--- config.mk ---
export PLATFORM = sky130hd
export DESIGN_NAME = multi_ch_timer
export DESIGN_NICKNAME = d
export VERILOG_FILES = /design/src/rtl/multi_ch_timer.sv
export SDC_FILE = /design/constraint.sdc
export NUM_CORES = 1
export LEC_CHECK = 0
export ABC_AREA = 1
export CAP_MARGIN = 30
export CORE_MARGIN = 2
export CORE_UTILIZATION = 50
export CTS_CLUSTER_SIZE = 24
export DETAILED_ROUTE_END_ITERATION = 7
export PLACE_DENSITY = 0.72
export SETUP_SLACK_MARGIN = 0.15
export SYNTH_ARGS = -nofsm -noshare
export SYNTH_HDL_FRONTEND = slang
export SYNTH_SLANG_ARGS = --single-unit
--- constraint.sdc ---
create_clock -name clk -period 1.9 [get_ports clk]
set_input_delay 0.285 -clock clk [delete_from_list [all_inputs] [get_ports clk]]
set_output_delay 0.285 -clock clk [all_outputs]
set_load 0.05 [all_outputs]
--- src/rtl/multi_ch_timer.sv ---
// Multi-channel programmable interval timer: per-channel power-of-two period,
// periodic or one-shot mode, one-cycle tick, sticky irq with clear, busy status.
module multi_ch_timer #(
   parameter int NUM_CH     = 4,
   parameter int SEL_W      = 3,
   parameter int BASE_SHIFT = 6,
   parameter int CNT_W      = 13
) (
   input  logic                    clk,
   input  logic                    reset,
   input  logic [NUM_CH-1:0]       ch_en,
   input  logic [NUM_CH-1:0]       ch_start,
   input  logic [NUM_CH-1:0]       ch_mode,
   input  logic [NUM_CH*SEL_W-1:0] ch_sel,
   input  logic [NUM_CH-1:0]       irq_clr,
   output logic [NUM_CH-1:0]       tick,
   output logic [NUM_CH-1:0]       irq,
   output logic [NUM_CH-1:0]       busy,
   output logic                    any_irq
);

   if (CNT_W < BASE_SHIFT + (1 << SEL_W) - 1) begin : g_cnt_w_check
      $fatal(1, "multi_ch_timer: CNT_W too small for the longest period");
   end
   if (NUM_CH < 1 || NUM_CH > 16) begin : g_num_ch_check
      $fatal(1, "multi_ch_timer: NUM_CH must be 1..16");
   end

   typedef enum logic {IDLE, RUN} state_t;

   state_t           state   [NUM_CH];
   state_t           state_n [NUM_CH];
   logic [CNT_W-1:0] cnt     [NUM_CH];
   logic [CNT_W-1:0] cnt_n   [NUM_CH];
   logic [SEL_W-1:0] sel_l   [NUM_CH];
   logic [SEL_W-1:0] sel_n   [NUM_CH];
   logic [NUM_CH-1:0] mode_l, mode_n, tick_n, irq_n;

   // Terminal count P-1 as a low-bit mask; a shift equal to CNT_W yields all ones.
   function automatic logic [CNT_W-1:0] term_count(input logic [SEL_W-1:0] s);
      return ~({CNT_W{1'b1}} << (BASE_SHIFT + int'(s)));
   endfunction

   always_comb begin
      mode_n = mode_l;
      tick_n = '0;
      irq_n  = '0;
      for (int i = 0; i < NUM_CH; i++) begin
         state_n[i] = state[i];
         cnt_n[i]   = cnt[i];
         sel_n[i]   = sel_l[i];
         // Enable low overrides start and terminal; start overrides terminal.
         if (!ch_en[i]) begin
            state_n[i] = IDLE;
            cnt_n[i]   = '0;
         end else if (ch_start[i]) begin
            state_n[i] = RUN;
            cnt_n[i]   = '0;
            sel_n[i]   = ch_sel[i*SEL_W +: SEL_W];
            mode_n[i]  = ch_mode[i];
         end else if (state[i] == RUN) begin
            if (cnt[i] == term_count(sel_l[i])) begin
               cnt_n[i]  = '0;
               tick_n[i] = 1'b1;
               if (mode_l[i]) state_n[i] = IDLE;
               else           sel_n[i]   = ch_sel[i*SEL_W +: SEL_W];
            end else begin
               cnt_n[i] = cnt[i] + CNT_W'(1);
            end
         end
         irq_n[i] = tick_n[i] | (irq[i] & ~irq_clr[i]);
      end
   end

   always_ff @(posedge clk) begin
      if (reset) begin
         for (int i = 0; i < NUM_CH; i++) begin
            state[i] <= IDLE;
            cnt[i]   <= '0;
            sel_l[i] <= '0;
         end
         mode_l <= '0;
         tick   <= '0;
         irq    <= '0;
      end else begin
         for (int i = 0; i < NUM_CH; i++) begin
            state[i] <= state_n[i];
            cnt[i]   <= cnt_n[i];
            sel_l[i] <= sel_n[i];
         end
         mode_l <= mode_n;
         tick   <= tick_n;
         irq    <= irq_n;
      end
   end

   always_comb begin
      busy = '0;
      for (int i = 0; i < NUM_CH; i++) busy[i] = (state[i] == RUN);
   end

   assign any_irq = |irq;

endmodule
; Yosys cells after proc, flatten, opt, wreduce, memory -nomap -nowiden
; Memories as Yosys holds them, arrays and structs flattened.
; Index checks and enable logic that the tools add are counted.
[totals]
register_bits = 12
ramBits = 68
input_bits = 30
out_inout_bits = 13
mem_count = 3
[op_classes]
n_addsub = 8
n_eq_ne = 4
shifts = 4
n_mux = 87
bitwise = 28
n_reduce_logical = 5
[mem_list]
columns = name, depth, width, rd, rd_ports_with_merged_regs, wr, line
row1 = cnt, 4, 13, 4, 0, 4, 33  ; logic [CNT_W-1:0] cnt [NUM_CH];
row2 = sel_l, 4, 3, 4, 0, 4, 35  ; logic [SEL_W-1:0] sel_l [NUM_CH];
row3 = state, 4, 1, 4, 0, 4, 31  ; state_t state [NUM_CH];
[ops]
columns = op, n
row1 = 13-bit two-way mux, 20
row2 = 3-bit two-way mux, 24
row3 = "13-bit by 1-bit adder with 13-bit output, second input constant", 4
row4 = 13-bit equality test, 4
row5 = 13-bit inverter, 4
row6 = "13-bit by 4-bit left shift with 13-bit output, first input constant", 4
row7 = 1-bit two-way mux, 43
row8 = "3-bit by 3-bit adder with 4-bit output, first input constant", 4
row9 = 1-bit bitwise OR, 16
row10 = 2-bit AND reduction, 4
row11 = 1-bit AND, 4
row12 = 1-bit inverter, 4
row13 = 4-bit OR reduction, 1

; Logic depth before layout (Yosys ltp)
[depth]
ltp_word = 9
mapped_depth = 15
ltp_nobuf = 15

; Worst setup path after synthesis
; No wires, ideal clock.
[synth_path]
path_kind = register -> register
from = memory sel_l[0][1]
to = memory cnt[0][10]
t_arrival_ns = 1.814
slack_ns = -0.025
stages_incl_launch_ff = 15
cell_sequence = dfxtp_1 inv_2 ha_1 nand2_2 clkinv_1 nand2_2 nor2_1 nor2_1 nand3_2 nor2_4 nand3_4 nand2_4 nor2_2 o21ai_2 inv_2
[synth_rtl]
columns = item, line
row1 = "start, declared", 35
row2 = "end, declared", 33

==> impl_results.md <==
* Startpoint of the worst hold path: ch_mode[1]
* Number of setup violations in the final report at 11
* Antenna violations before repair at 0
* Peak supply drop at 0.8012 mV
* Fraction of power consumed by combinational cells at 20.4%
* Signal arrival time at the worst endpoint at 2.20 ns
* Kind of launch point of the worst setup path: flip-flop
* Post-route fraction of the period consumed by the critical path at 102.1%
* Final clock skew at 0.01048 ns
* Drt wl/cell at 13.83 um
* Failing checks: negative setup slack
* Critical setup path kind: flip-flop to flip-flop
* Iter 0 DRT Violations at 245
* Count of placed standard cells including taps at 964
* Full die area at 10,940 sq um
* Min cycle time layout at 1.939 ns
* Wire length of the first global-routing pass at 22.56 mm
* Reg-to-reg startpoint: sel_l[2][1]
* Highest Clock Rate at 0.5156 GHz
* Largest buffer count on any clock path at 2
* Syn Std Cell Area at 5061 sq um
* Cell type with the largest total area after synthesis: sky130_fd_sc_hd__dfxtp_1
* Max-cap check violation count at 0
* Final ANT Viol Nets at 0
* Slew Limit Headroom at 59.64%
* Unrepaired setup endpoints after global routing: yes
* # IOs at 43
* Power Density at 562.4 nW/um^2
* Count of final max-slew check failures at 0
* Critical path capture point type: flip-flop
* Number of port buffers at 42
* Layout-stage area growth over the synthesis result at 34.71%
* Number of vias in the routed layout at 5,233
* Via/cell ratio at 5.202
* Total power draw at 3834 uW
* Hold Violations, Final at 0
* Worst path required time at 2.16 ns
* DRC errors left at 0
* All-layer global routing usage at 24.97%
* Nets at 919
* Mean Syn Cell Area at 6.497 sq um
* Unique cell type count in the Yosys netlist at 38
* Core Region at 9819 sq um
* Share of cells above drive strength 1 at 27.84%
* Number of sinks handled by clock tree synthesis at 80
* Switching power share of the total at 30.15%
* Leakage power at 0.002722 uW
* Count of antenna diodes in the layout at 0
* Post-cts hold buffer count at 0
* Largest fanout of any net on the critical path at 6
* Number of buffers added by the clock tree synthesis step at 9
* Post-Layout Cell Count at 1,006
* Part of the total power dissipated in sequential elements at 45.2%
* TritonCTS clock tree: done
* Launching element of the worst setup path: sel_l[2][1]
* Sum of routed wire length over all layers at 13.91 mm
* Vias in the first global route at 5,078
* Initial standard-cell utilization of the core at 51.54%
* Worst hold path class: primary input to flip-flop
* Share of the synthesized area in the top cell type at 31.64%
* Sw power at 1156 uW
* Sum of negative setup slack at -0.1733 ns
* Transition time at the pin with the least slew margin at 0.6032 ns
* Biggest area contributors in the synthesized netlist: sky130_fd_sc_hd__dfxtp_1 32%, sky130_fd_sc_hd__nand2_1 14%, sky130_fd_sc_hd__nor2_1 8.8%
* H-Tree Level Count at 3
* Die extent in y at 104.6 um
* Rows at 36
* Share of flip-flops with an asynchronous set or reset after synthesis at 0%
* Number of instances in the synthesized netlist at 779
* Status: complete, but fails checks
* Worst-path clk slew at 0.08 ns
* Largest net degree at the start of global routing at 15
* Insertion delay of the later-clocked pin in the worst-skew pair at 0.37 ns
* Number of nets produced by synthesis at 830
* Placement Setup Slack at -0.04370 ns
* Clock Root Buffer: sky130_fd_sc_hd__clkbuf_8
* Iteration count of the initial detailed-routing pass at 5
* Width of the die at 104.6 um
* Flip-flop and latch count after synthesis at 80
* Placer's final routability congestion estimate at 0.9672
* Main flop type after synthesis: sky130_fd_sc_hd__dfxtp_1
* Cell internal pwr at 2678 uW
* Relative contribution of the clock network to total power at 34.4%
* Minimum setup slack in the final design at -0.03930 ns
* Yosys synthesis warning count at 0
* Overflow left after global routing at 0
* Share of the yosys chip area belonging to registers at 31.64%
* Most used standard cells in the synthesized netlist: 194 x sky130_fd_sc_hd__nand2_1, 118 x sky130_fd_sc_hd__nor2_1, 98 x sky130_fd_sc_hd__inv_1, 80 x sky130_fd_sc_hd__dfxtp_1, 77 x sky130_fd_sc_hd__nand3_1
* Library cell with the highest instance count after synthesis: sky130_fd_sc_hd__nand2_1
* Placed wire-length estimate at 9.424 mm
* Number of enable-type register cells in the synthesized netlist at 0
## per-layer routing
| metal | GRT usage [%] | up-vias | wire, um |
|---|---|---|---|
| met4 | 8.476 | 0 | 248 |
| met3 | 5.427 | 25 | 679 |
| met5 | 0 | - | 0 |
| li1 | - | 2651 | - |
| met2 | 42.67 | 155 | 6769 |
| met1 | 31.15 | 2402 | 6211 |
## metrics by stage
step           cell area (sq um)  util, %  hold WS [ns]
2_1_floorplan               5115        -        0.3541
3_3_place_gp                5787    58.93        0.4543
3_5_place_dp                5787    58.93        0.4743
4_1_cts                     6449    65.67        0.4632
5_1_grt                     6818    69.43        0.4874
6_report                    6818    69.43        0.4779
## final timing paths
check | endpoint | cells past startpoint | slack, ns
max | sel_l[2][2] | 12 | -0.04
min | mode_l[1] | 3 | 0.48
max reg2reg | sel_l[2][2] | 12 | -0.04
min reg2reg | mode_l[0] | 2 | 0.49
## logic make-up after synthesis
group / Yosys count / share of synthesized area (%)
AO/OA/AOI/OAI: 59 / 6.156
XOR/XNOR: 28 / 4.846
adder cells (fa/ha/maj): 21 / 5.192
buffers and inverters: 122 / 9.938
flip-flops: 80 / 31.64
AND/OR/NAND/NOR: 469 / 42.22
## sequential cells by signal, indices dropped and copies added, names as in the netlist
register  count
irq           4
mode_l        4
state         4
sel_l        12
cnt          52
tick          4
## placed cells by master (no fill, tap or decap), types with 12 or more instances in the layout
cell                              instances
sky130_fd_sc_hd__a21oi_1                 21
sky130_fd_sc_hd__a21oi_2                 19
sky130_fd_sc_hd__buf_4                   37
sky130_fd_sc_hd__clkdlybuf4s50_1         29
sky130_fd_sc_hd__dfxtp_1                 67
sky130_fd_sc_hd__inv_1                   88
sky130_fd_sc_hd__inv_2                   12
sky130_fd_sc_hd__nand2_1                177
sky130_fd_sc_hd__nand2_2                 16
sky130_fd_sc_hd__nand3_1                 55
sky130_fd_sc_hd__nand3_2                 24
sky130_fd_sc_hd__nand4_1                 12
sky130_fd_sc_hd__nor2_1                  90
sky130_fd_sc_hd__nor2_2                  30
sky130_fd_sc_hd__nor3_1                  12
sky130_fd_sc_hd__xor2_1                  26
## critical path, cell delays in order, from the launching register on
cell	delay, ns
sky130_fd_sc_hd__dfxtp_4	0.40
sky130_fd_sc_hd__inv_6	0.05
sky130_fd_sc_hd__ha_4	0.29
sky130_fd_sc_hd__nand2_4	0.08
sky130_fd_sc_hd__nor2_4	0.10
sky130_fd_sc_hd__nor2_2	0.04
sky130_fd_sc_hd__nor2_1	0.11
sky130_fd_sc_hd__nand2_1	0.10
sky130_fd_sc_hd__nor2_4	0.15
sky130_fd_sc_hd__buf_6	0.13
sky130_fd_sc_hd__nand4_4	0.14
sky130_fd_sc_hd__a21oi_2	0.16
sky130_fd_sc_hd__nor2_1	0.06
## power by group through the flow
stage	logic, uW	clock network [uW]	registers [uW]
global route	851	1430	1740
CTS	702	1350	1730
floorplan	411	0	1760
global placement	582	0	1770
finish	783	1320	1730
detailed placement	594	0	1770
## final cells by class
cell class | count | area (sq um)
Timing Repair Buffer | 89 | 863.3
Sequential cell | 80 | 1623
Clock buffer | 10 | 137.6
Tap cell | 133 | 166.4
Inverter | 110 | 440.4
Clock inverter | 6 | 68.82
Multi-Input combinational cell | 578 | 3518
Fill cell | 837 | 3002
## repair_timing
item | 4_1_cts | 5_1_grt
gates cloned | 2 | 1
gates resized for setup | 95 | 81
setup endpoints to repair | 77 | 74
setup buffers | 16 | 8
endpoints found under the hold margin | 0 | 0
pin swaps | 49 | 44
(Power assumes the default switching activity.)
==> edit 1 (same settings) <==
Change the parameter `CNT_W` from 13 to 17.
--- a/src/rtl/multi_ch_timer.sv
+++ b/src/rtl/multi_ch_timer.sv
@@ -6,3 +6,3 @@
    parameter int BASE_SHIFT = 6,
-   parameter int CNT_W      = 13
+   parameter int CNT_W      = 17
 ) (
Formal check against the unedited RTL: no difference found for any inputs over 4 cycles, from zero or initial values and one cycle with reset high; that may be too few to reach the edited logic, so the function may still have changed.
==> edit 1 against the unedited design <==
  * Sequential power increased by 19%
  * The run still ends with negative setup slack left
  * Non-clock buffer count increased by 3
  * Count of clock-buffer cells in the layout unchanged
  * Total power increased by 13%
  * Sequential cell count increased by 16
  * Design area increased by 14%
  * Critical path depth increased by 1
  * Setup slack got worse by 0.00061 ns
  * Fmax about the same
  * Wire length increased by 8.3%
  * Critical endpoint is now state[0]
  * Area after synthesis increased by 9.7%
  * Sequential share of layout area increased by 1.5 points
  * Utilization increased by 2.3 points
==> edit 1: results <==
set metrics [dict create \
    run_status "finished with violations" \
    failed_checks "negative setup slack" \
    tns_ns -0.2451 \
    dp_hpwl_um 9876 \
    via_per_inst 5.318 \
    yosysSeqAreaShare 0.3460 \
    grtUsageMet1 0.2883 \
    drive_above_1_share 0.3370 \
    worst_ir_drop_vdd_uv 411.2 \
    post_cts_buffers 12 \
    grt_max_degree 19 \
    p_leak_nw 2.931 \
    skew_ns 0.01578 \
    yosys.area_share.adder 0.04506 \
    crit_path_max_incr_delay_ns 0.36 \
    fin_ws_ns -0.03992 \
    syn-num-nets 866 \
    synth_compound_area_frac 0.06646 \
    relSlewSlack 0.6697 \
    setup-violations-final 15 \
    use_met2 0.4158 \
    critical_path.slowest_cell "dfxtp_2" \
    cts_resized 100 \
    fillers 822 \
    reg_top3 "cnt x68, sel_l x12" \
]
## edit 1: changes by cell type in the layout (fill, tap and decap cells not counted), sizes merged, moves of 4 or more
cell,before,now
dfxtp,80,96
nand3,83,69
nor3b,2,14
nor2,130,140
nand2,202,194
nand4,15,23
o21ai,16,23
xnor2,2,8
buf,51,55
## edit 1: metrics by stage
stage	hold slack (ns)	setup WS, ns	util	cells
floorplan	0.3541	0.1125	-	816
global route	0.4643	-0.1669	0.7176	1054
CTS	0.4480	0.03772	0.6410	1035
detailed placement	0.4657	-0.1219	0.5780	1005
finish	0.4555	-0.03992	0.7176	1054
global placement	0.4480	-0.06032	0.5780	1005
## edit 1: cell type report
type	count	area share
multi-input combinational	606	0.5331
sequential	96	0.2527
inverter	104	0.05405
tap	140	0.02252
clock buffer	10	0.01641
clock inverter	6	0.01174
timing repair buffer	92	0.1095
## edit 1: power by group
group          internal, mW  switching [mW]
combinational         0.322           0.436
clock                 0.750           0.777
sequential             2.04          0.0275
total                  3.11            1.24
## edit 1: per-layer routing
layer / wire length, µm / vias up / share of wire
li1: - / 2808 / -
met1: 6356 / 2626 / 0.42
met5: 0 / - / 0
met3: 696 / 24 / 0.046
met4: 256 / 0 / 0.017
met2: 7750 / 147 / 0.51
## edit 1: worst paths after layout
| kind | start | end | slack [ns] | cells after the start |
|---|---|---|---|---|
| max reg2reg | sel_l[0][2] | state[0] | -0.04 | 13 |
| max | sel_l[0][2] | state[0] | -0.04 | 13 |
| min | ch_mode[2] | mode_l[2] | 0.46 | 3 |
| min reg2reg | mode_l[3] | mode_l[3] | 0.48 | 2 |
==> edit 2 (config.mk and constraints unchanged) <==
Made on the original files. Reset style: asynchronous (`reset`), changed in one clocked block.
--- a/src/rtl/multi_ch_timer.sv
+++ b/src/rtl/multi_ch_timer.sv
@@ -74,3 +74,3 @@
 
-   always_ff @(posedge clk) begin
+   always_ff @(posedge clk or posedge reset) begin
       if (reset) begin
Function: differs if reset is asserted again (counterexample within 4 cycles, from zero or initial values and one cycle with reset high); with reset held inactive, the same outputs for 4 cycles.
==> edit 2 against the unedited design <==
  * The flow still finishes with violations (negative setup slack)
  * Sequential share of layout area increased by 4.3 points
  * Critical path type unchanged
  * Design area rose by 4.6%
  * Wire length fell by 2.1%
  * Critical endpoint is now busy[1]
  * Global-route usage fell by 1.1 points
  * Setup slack worse by 0.047 ns
  * Sequential cell count did not move
  * Area after synthesis rose by 3.5%
Power is not compared: it rests on default switching activity, and its combinational part moved more than twofold at a synthesized area within 25%.
==> edit 2: results <==
set metrics [dict create \
    run_status "finished with violations" \
    failed_checks "negative setup slack" \
    drtIter0Drc 274 \
    via_per_inst 5.356 \
    dp.cells 966 \
    skew_ns 0.01405 \
    grt_pass1_wl_um 22340 \
    grt_max_degree 59 \
    hp-class "in2async" \
    synthFlopType "dfrtp_1" \
    syn-num-nets 813 \
    synthCells 763 \
    yosys-top-cells-count "244 x nand2_1, 118 x inv_1, 80 x dfrtp_1" \
    final_cells 1004 \
    fin_nets 913 \
    fin_ws_ns -0.08624 \
    rr_startpoint "sel_l[7]" \
    dp_hpwl_um 9498 \
    setup-violations-final 18 \
    avgRoutedWirePerCell_um 13.56 \
    grt_pass1_vias 5176 \
    drive_above_1_share 0.2419 \
    r2r_end "busy[1]" \
    yosysSeqAreaShare 0.3820 \
    worst_pin_slew_ns 0.4996 \
    place_congestion 0.8923 \
]
## edit 2: cell count changes in the layout (fill, tap and decap cells not counted), moves of 13 or more
cell	unedited run	this run
inv_1	88	104
nand3_2	24	11
a21oi_1	21	6
a21oi_2	19	2
nand2_1	177	211
o22ai_2	1	23
o21ai_0	9	31
nor2_1	90	48
dfxtp_1	67	0
nor2_2	30	11
xor2_1	26	10
dfrtp_1	0	79
## edit 2: logic make-up (layout without fill, tap and decap cells)
kind of cell	count (synthesis)	in the layout	share of synthesized area
AOI/OAI and AO/OA	85	86	0.09289
xor gates and xnor gates	13	13	0.02173
adders and majority gates	20	20	0.04776
buffers and inverters	125	229	0.09026
DFF	80	80	0.3820
muxes	3	3	0.005731
and+or+nand+nor	437	437	0.3596
## edit 2: how the worst max path moves through the flow
| stage | start | endpoint | slack (ns) | cells past startpoint |
|---|---|---|---|---|
| 6_report | sel_l[7] | busy[1] | -0.09 | 12 |
| 4_1_cts | sel_l[7] | busy[1] | 0.02 | 13 |
| 5_1_grt | sel_l[2] | sel_l[2] | -0.17 | 13 |
| 3_3_place_gp | ch_start[1] | cnt[38] | 0.04 | 12 |
| 3_5_place_dp | ch_start[1] | cnt[37] | -0.04 | 10 |
| 2_1_floorplan | sel_l[7] | cnt[30] | 0.09 | 13 |
## edit 2: area by class of cell
type | count | area share
well taps | 136 | 0.02387
flip-flops and latches | 80 | 0.2810
inverters | 124 | 0.06757
repair buffers | 89 | 0.1157
clock buffers | 10 | 0.01790
multi-input cells | 559 | 0.4879
clock inverters | 6 | 0.006143
## edit 2: per-layer routing
layer	part of all wire	wire length, µm	track usage	up-vias
met5	0	0	0	-
met4	0.018	243	0.07707	0
met3	0.040	551	0.02882	28
met2	0.51	6992	0.4277	134
met1	0.43	5831	0.2984	2550
li1	-	-	-	2665
## edit 2: repair_timing
item,in CTS,in global routing
gates resized for setup,81,108
setup endpoints to repair,84,75
pin swaps,33,38
buffers inserted,12,9
cloned,1,0
## edit 2: worst max-delay path, stage by stage (launching register included)
cell     delay, ns
dfrtp_2       0.44
inv_4         0.06
ha_4          0.31
inv_1         0.07
nand3_1       0.12
nand2_1       0.07
nand2_1       0.09
nand3_2       0.12
nor2_4        0.19
nand2_4       0.10
buf_8         0.15
nor2_4        0.10
o21ai_2       0.05
## edit 2: through the flow
stage | cell area, µm² | worst slack (ns) | TNS (ns) | utilization
finish | 7129 | -0.08624 | -0.5286 | 0.6968
CTS | 6628 | 0.01601 | 0 | 0.6478
detailed placement | 6095 | -0.03501 | -0.1660 | 0.5957
global route | 7129 | -0.1680 | -5.298 | 0.6968
floorplan | 5310 | 0.09183 | 0 | -
global placement | 6095 | 0.03637 | 0 | 0.5957
